==> src/rtl/fp_narrow_pipe.sv <==
// Narrowing IEEE-754 converter (e.g. binary64 -> binary32): rebias, RNE round, saturate/flush, quiet NaN.
// Latency: 2 cycles (S1 unpack/classify, S2 round/pack/flags), throughput 1 word/cycle.
// Backpressure: in_ready is combinational from out_ready through the two stage loads; no skid buffer.
module fp_narrow_pipe #(
   parameter int INX = 11,
   parameter int INM = 52,
   parameter int ONX = 8,
   parameter int ONM = 23
) (
   input  logic               clk,
   input  logic               rst_n,
   input  logic               in_valid,
   output logic               in_ready,
   input  logic [INX+INM:0]   in_data,
   output logic               out_valid,
   input  logic               out_ready,
   output logic [ONX+ONM:0]   out_data,
   output logic [2:0]         out_flags
);

   // Exponent arithmetic is done in INX+2 bits so the rebiased value never wraps;
   // the MSB acts as the sign of e.
   localparam int EW = INX + 2;
   // Number of mantissa bits below the guard bit that fold into sticky.
   localparam int SB = INM - ONM - 1;

   localparam logic [EW-1:0]  IXOFF  = EW'(2**(INX-1) - 1);
   localparam logic [EW-1:0]  OXOFF  = EW'(2**(ONX-1) - 1);
   localparam logic [EW-1:0]  OEMAX  = EW'(2**ONX - 1);
   localparam logic [ONM-1:0] QNAN_M = ONM'(2**(ONM-1));

   localparam logic [1:0] CL_NORM = 2'd0;
   localparam logic [1:0] CL_ZERO = 2'd1;
   localparam logic [1:0] CL_INF  = 2'd2;
   localparam logic [1:0] CL_NAN  = 2'd3;

   // ---------------- handshake ----------------
   logic w_s2_load;
   logic w_s1_load;
   logic w_in_fire;
   logic r_rdy_en;

   logic            r_s1_vld;
   logic            r_s1_sign;
   logic [1:0]      r_s1_cls;
   logic [EW-1:0]   r_s1_exp;
   logic [ONM-1:0]  r_s1_kept;
   logic            r_s1_guard;
   logic            r_s1_sticky;

   logic             r_s2_vld;
   logic [ONX+ONM:0] r_s2_dat;
   logic [2:0]       r_s2_flg;

   assign w_s2_load = !r_s2_vld | out_ready;
   assign w_s1_load = !r_s1_vld | w_s2_load;
   assign in_ready  = r_rdy_en & w_s1_load;
   assign w_in_fire = in_valid & in_ready;

   // Hold in_ready low during reset and until the first clock edge after release.
   always_ff @(posedge clk or negedge rst_n) begin
      if (!rst_n) r_rdy_en <= 1'b0;
      else        r_rdy_en <= 1'b1;
   end

   // ---------------- S1: unpack / rebias / classify ----------------
   logic           w_in_sign;
   logic [INX-1:0] w_in_exp;
   logic [INM-1:0] w_in_mant;
   logic [EW-1:0]  w_e;
   logic [1:0]     w_cls;
   logic [ONM-1:0] w_kept;
   logic           w_guard;
   logic           w_sticky;

   assign w_in_sign = in_data[INX+INM];
   assign w_in_exp  = in_data[INX+INM-1:INM];
   assign w_in_mant = in_data[INM-1:0];
   assign w_e       = EW'(w_in_exp) - IXOFF + OXOFF;
   assign w_kept    = w_in_mant[INM-1 -: ONM];
   assign w_guard   = w_in_mant[INM-ONM-1];

   generate
      if (SB > 0) begin : g_sticky
         assign w_sticky = |w_in_mant[SB-1:0];
      end else begin : g_nosticky
         assign w_sticky = 1'b0;
      end
   endgenerate

   // Classify the incoming word; zero exponent covers both zero and denormals (flushed).
   always_comb begin
      w_cls = CL_NORM;
      if (&w_in_exp)          w_cls = (|w_in_mant) ? CL_NAN : CL_INF;
      else if (w_in_exp == '0) w_cls = CL_ZERO;
   end

   // S1 register: advances whenever S1 is empty or S2 can take its word.
   always_ff @(posedge clk or negedge rst_n) begin
      if (!rst_n) begin
         r_s1_vld    <= 1'b0;
         r_s1_sign   <= 1'b0;
         r_s1_cls    <= CL_ZERO;
         r_s1_exp    <= '0;
         r_s1_kept   <= '0;
         r_s1_guard  <= 1'b0;
         r_s1_sticky <= 1'b0;
      end else if (w_s1_load) begin
         r_s1_vld <= w_in_fire;
         if (w_in_fire) begin
            r_s1_sign   <= w_in_sign;
            r_s1_cls    <= w_cls;
            r_s1_exp    <= w_e;
            r_s1_kept   <= w_kept;
            r_s1_guard  <= w_guard;
            r_s1_sticky <= w_sticky;
         end
      end
   end

   // ---------------- S2: round / pack / flags ----------------
   logic             w_rnd_up;
   logic [ONM:0]     w_msum;
   logic [EW-1:0]    w_e_rnd;
   logic             w_uflow;
   logic             w_oflow;
   logic [ONX+ONM:0] w_res_dat;
   logic [2:0]       w_res_flg;

   assign w_rnd_up = r_s1_guard & (r_s1_sticky | r_s1_kept[0]);
   assign w_msum   = {1'b0, r_s1_kept} + {{ONM{1'b0}}, w_rnd_up};
   // A carry out of the mantissa leaves the mantissa field zero and bumps the exponent.
   assign w_e_rnd  = r_s1_exp + {{(EW-1){1'b0}}, w_msum[ONM]};
   assign w_uflow  = r_s1_exp[EW-1] | (r_s1_exp == '0);
   assign w_oflow  = !w_uflow && (w_e_rnd >= OEMAX);

   // Build the packed result and flags from the class and the rounded fields.
   always_comb begin
      w_res_dat = {r_s1_sign, {ONX{1'b0}}, {ONM{1'b0}}};
      w_res_flg = 3'b000;
      case (r_s1_cls)
         CL_NAN:  w_res_dat = {r_s1_sign, {ONX{1'b1}}, QNAN_M};
         CL_INF:  w_res_dat = {r_s1_sign, {ONX{1'b1}}, {ONM{1'b0}}};
         CL_ZERO: w_res_dat = {r_s1_sign, {ONX{1'b0}}, {ONM{1'b0}}};
         default: begin
            if (w_uflow) begin
               w_res_flg = 3'b011;
            end else if (w_oflow) begin
               w_res_dat = {r_s1_sign, {ONX{1'b1}}, {ONM{1'b0}}};
               w_res_flg = 3'b101;
            end else begin
               w_res_dat = {r_s1_sign, w_e_rnd[ONX-1:0], w_msum[ONM-1:0]};
               w_res_flg = {2'b00, r_s1_guard | r_s1_sticky};
            end
         end
      endcase
   end

   // S2 register: payload only changes on a load with a valid S1 word, so it holds under stall.
   always_ff @(posedge clk or negedge rst_n) begin
      if (!rst_n) begin
         r_s2_vld <= 1'b0;
         r_s2_dat <= '0;
         r_s2_flg <= 3'b000;
      end else if (w_s2_load) begin
         r_s2_vld <= r_s1_vld;
         if (r_s1_vld) begin
            r_s2_dat <= w_res_dat;
            r_s2_flg <= w_res_flg;
         end
      end
   end

   assign out_valid = r_s2_vld;
   assign out_data  = r_s2_dat;
   assign out_flags = r_s2_flg;

endmodule

==> config.mk <==
export PLATFORM = sky130hd
export DESIGN_NAME = fp_narrow_pipe
export DESIGN_NICKNAME = d
export VERILOG_FILES = /design/src/rtl/fp_narrow_pipe.sv
export SDC_FILE = /design/constraint.sdc
export NUM_CORES = 1
export LEC_CHECK = 0
export ABC_AREA = 1
export CAP_MARGIN = 20
export CORE_MARGIN = 8
export CORE_UTILIZATION = 39
export CTS_BUF_LIST = sky130_fd_sc_hd__clkbuf_4 sky130_fd_sc_hd__clkbuf_8
export CTS_CLUSTER_SIZE = 12
export DETAILED_ROUTE_END_ITERATION = 16
export PLACE_DENSITY = 0.66
export RECOVER_POWER = 25
export SYNTH_ARGS = -nofsm -noshare
export SYNTH_HDL_FRONTEND = slang
export SYNTH_SLANG_ARGS = --single-unit
==> constraint.sdc <==
create_clock -name clk -period 4.1 [get_ports clk]
set_input_delay 1.23 -clock clk [delete_from_list [all_inputs] [get_ports clk]]
set_output_delay 1.23 -clock clk [all_outputs]
set_load 0.1 [all_outputs]
==> summary.md <==
| Metric | Value |
|---|---|
| Status | `finished, violations left` |
| Failing checks | `capacitance limit, slew limit` |
| WP data arrival | `3.90 ns` |
| FMAX | `0.278 GHz` |
| CTS Buffer Depth | `2` |
| Final Setup Violations | `0` |
| Total Wirelength | `around 13 mm` |
| Ant. Diodes | `0` |
| Post-DP HPWL | `10.7 mm` |
| Standard-cell rows | `40` |
| Max VDD drop | `0.000233 V` |
| Final setup margin | `~0.50 ns` |
| Tcrit/Tclk final | `87.8%` |
| Slew headroom | `-36.1%` |
| Pre-CTS WS | `0.332 ns` |
| Overflow after GRT | `0` |
| #FFs+latches synth | `79` |
| Final RePlAce weighted congestion | `0.860` |
| Worst-path fanout max | `16` |
| Worst EP required | `4.40 ns` |
| Area of the multi-input gates | `2290 µm²` |
| Hold Slack | `0.480 ns` |
| Fillers | `1,205` |
| Post-layout minimum cycle time | `3.60 ns` |
| Final antenna-violating net count | `0` |
| Post-synthesis cell count | `670` |
| Most common cell after layout, fill and taps aside | `nand2_1` |
| Yosys top cell by area | `dfrtp_1` |
| Slew @ Worst Pin | `2.04 ns` |
| Largest net degree at the start of global routing | `80` |
| Nets@finish | `851` |
| Initial Utilization | `~40%` |
| Most frequent cells in the layout | `nand2_1, clkdlybuf4s50_1, inv_1, dfrtp_1, nor2_1` |
| Initial drt markers | `roughly 300` |
| EDFF count, synth | `0` |
| Placed insts | `909` |
| Endpoints failing hold | `0` |
| CP endpoint kind | `flip-flop` |
| Initial antenna violation count | `0` |
| Initial DRT Pass Iterations | `5` |
| Synthesis warning total | `0` |
| Setup Crit Path Kind | `reg2reg` |
| GRT Total Usage | `17.4%` |
| Layout cells sized above 1 | `around 4.6%` |
| Average cell area after synthesis | `6.91 µm²` |
| Core ar. | `11,800 µm²` |
| DR vias/cell | `4.93` |
| Non-Filler Instances | `929` |
| Chip Width | `125 µm` |
| Total Power | `0.00273 W` |
| Synth cell types | `33` |
| Critical Path Start Type | `flip-flop` |
| Clk root buf | `clkbuf_8` |
| Die H | `125 µm` |
| Skew final | `0.00920 ns` |
| Io pins | `around 110` |
| # DRC | `0` |
| CTS H-Tree Depth | `3` |
| TritonCTS Sinks | `79` |
| Vias post-DR | `4,583` |
| Worst-skew pair later-pin latency | `0.35 ns` |
| Slew Viols, Final | `39` |
| Top post-synthesis cells by area | `dfrtp_1, nand2_1, inv_1` |
| Reg area | `between 1500 and 2000 µm²` |
| Area grow syn2layout | `32.3%` |
| Die Area | `15,600 µm²` |
| Post-CTS Hold Fix Bufs | `0` |
| First-pass GRT wire length | `roughly 23 mm` |
| Vias in the first global route | `4,608` |
| Max_cap viols | `1` |
| Asr flop ratio synth | `between 90% and 100%` |
| HP Class | `reg2reg` |
| Cell Pwr Density | `445 nW/µm²` |
| Leak pwr | `between 3 and 4 nW` |
| Top-area cell type share of the netlist area | `42.1%` |
| RSZ-0062 raised after global routing | `false` |
| Port bufs | `104` |
| CTS tree | `built` |
| CTS buffer count | `9` |
| Drt wl/cell | `14.5 µm` |
| Clk slew on worst S/H paths | `roughly 0.080 ns` |
| Syn Std Cell Area | `4630 µm²` |
| Setup tns final | `0 ns` |
| Sequential element share of the synthesized area | `42.7%` |
| Post-Syn Nets | `744` |
| Top_reg_cell synth | `dfrtp_1` |
-- registers in the layout (all words and copies together), names as in the netlist --
register     count
r_s1_exp        13
r_s1_cls         2
r_s1_vld         1
out_valid        1
r_rdy_en         1
out_data        32
r_s1_kept       23
r_s1_guard       1
out_flags        3
r_s1_sticky      1
r_s1_sign        1
-- area by class of cell --
class | count | share of cell area, %
well taps | 147 | 3.00
flip-flops and latches | 79 | 32.3
clock inverters | 6 | 2.16
inverters | 80 | 4.90
clock buffers | 10 | 2.14
multi-input cells | 496 | 37.4
repair buffers | 111 | 18.1
-- what timing repair did --
action,CTS,global route
gates resized for setup,0,4
setup buffers,0,3
endpoints found under the setup margin,0,29
-- kinds of logic after synthesis --
group                      Yosys count  share of synthesized area, %
AOI/OAI and AO/OA                   53                          6.11
xor gates and xnor gates            17                          3.21
adders and majority gates            6                          1.62
buffers and inverters               95                          8.10
DFF                                 79                          42.7
other                                1                        0.0810
and+or+nand+nor                    419                          38.2
-- per-stage QoR --
stage          util, %  instance area (µm²)
4_1_cts           51.4                 6080
3_5_place_dp      49.2                 5810
5_1_grt           51.9                 6130
3_3_place_gp      49.2                 5810
6_report          51.9                 6130
2_1_floorplan        -                 4630
-- routing by layer --
metal  GRT usage (%)  vias to the layer above  wire (µm)
li1                -                     2333          -
met1            23.1                     2124       6460
met2            27.4                      120       6060
met3            4.46                        6        823
met4            5.01                        0        100
met5               0                        -          0
-- critical path, stage by stage (launching register included) --
cell     delay, ns
dfrtp_1       0.40
nor2_1        0.05
nor2_1        0.10
ha_2          0.23
nand3_1       0.12
inv_1         0.09
nand3_1       0.17
nor2_4        0.17
inv_1         0.06
nor3_1        0.19
nand3_1       0.13
nor2_1        0.16
ha_1          0.21
ha_1          0.19
nand2_1       0.12
nor2_2        0.17
nand3_1       0.09
nand2_1       0.07
nand3_1       0.07
nor2_1        0.12
nand3_2       0.16
nor2_4        0.18
buf_12        0.15
nand3_1       0.09
nand2_1       0.06
-- cell usage after synthesis, types with 2 or more instances --
cell,number
nand4_1,16
nor2_2,2
nor2_1,56
o21ai_0,40
ha_1,6
dfrtp_1,78
nor4_1,10
or2_2,2
nor3_1,13
xor2_1,12
nand3_1,49
xnor2_1,5
nand3_2,2
inv_1,78
nand2_1,262
nand3b_1,6
buf_6,2
clkbuf_1,11
a21oi_1,6
-- report_power, final --
| group | internal (W) | leakage (nW) | total (W) | switching (W) |
|---|---|---|---|---|
| combinational | 0.000273 | 1.88 | 0.000951 | 0.000678 |
| sequential | 0.000892 | 1.01 | 0.00102 | 0.000124 |
| clock | 0.000472 | 0.130 | 0.000762 | 0.000291 |
-- worst paths after layout --
check / slack [ns] / depth (start not counted) / from / end
worst max-delay path: 0.50 / 24 / r_s1_kept[0] / out_data[17]
worst min-delay path: 0.48 / 2 / out_data[8] / out_data[8]
worst max register to register: 0.50 / 24 / r_s1_kept[0] / out_data[17]
worst min register to register: 0.48 / 2 / out_data[8] / out_data[8]
max in group asynchronous: 0.74 / 2 / rst_n / r_s1_kept[10]
min in group asynchronous: 1.45 / 1 / rst_n / r_s1_exp[8]
(Power assumes the default switching activity.)
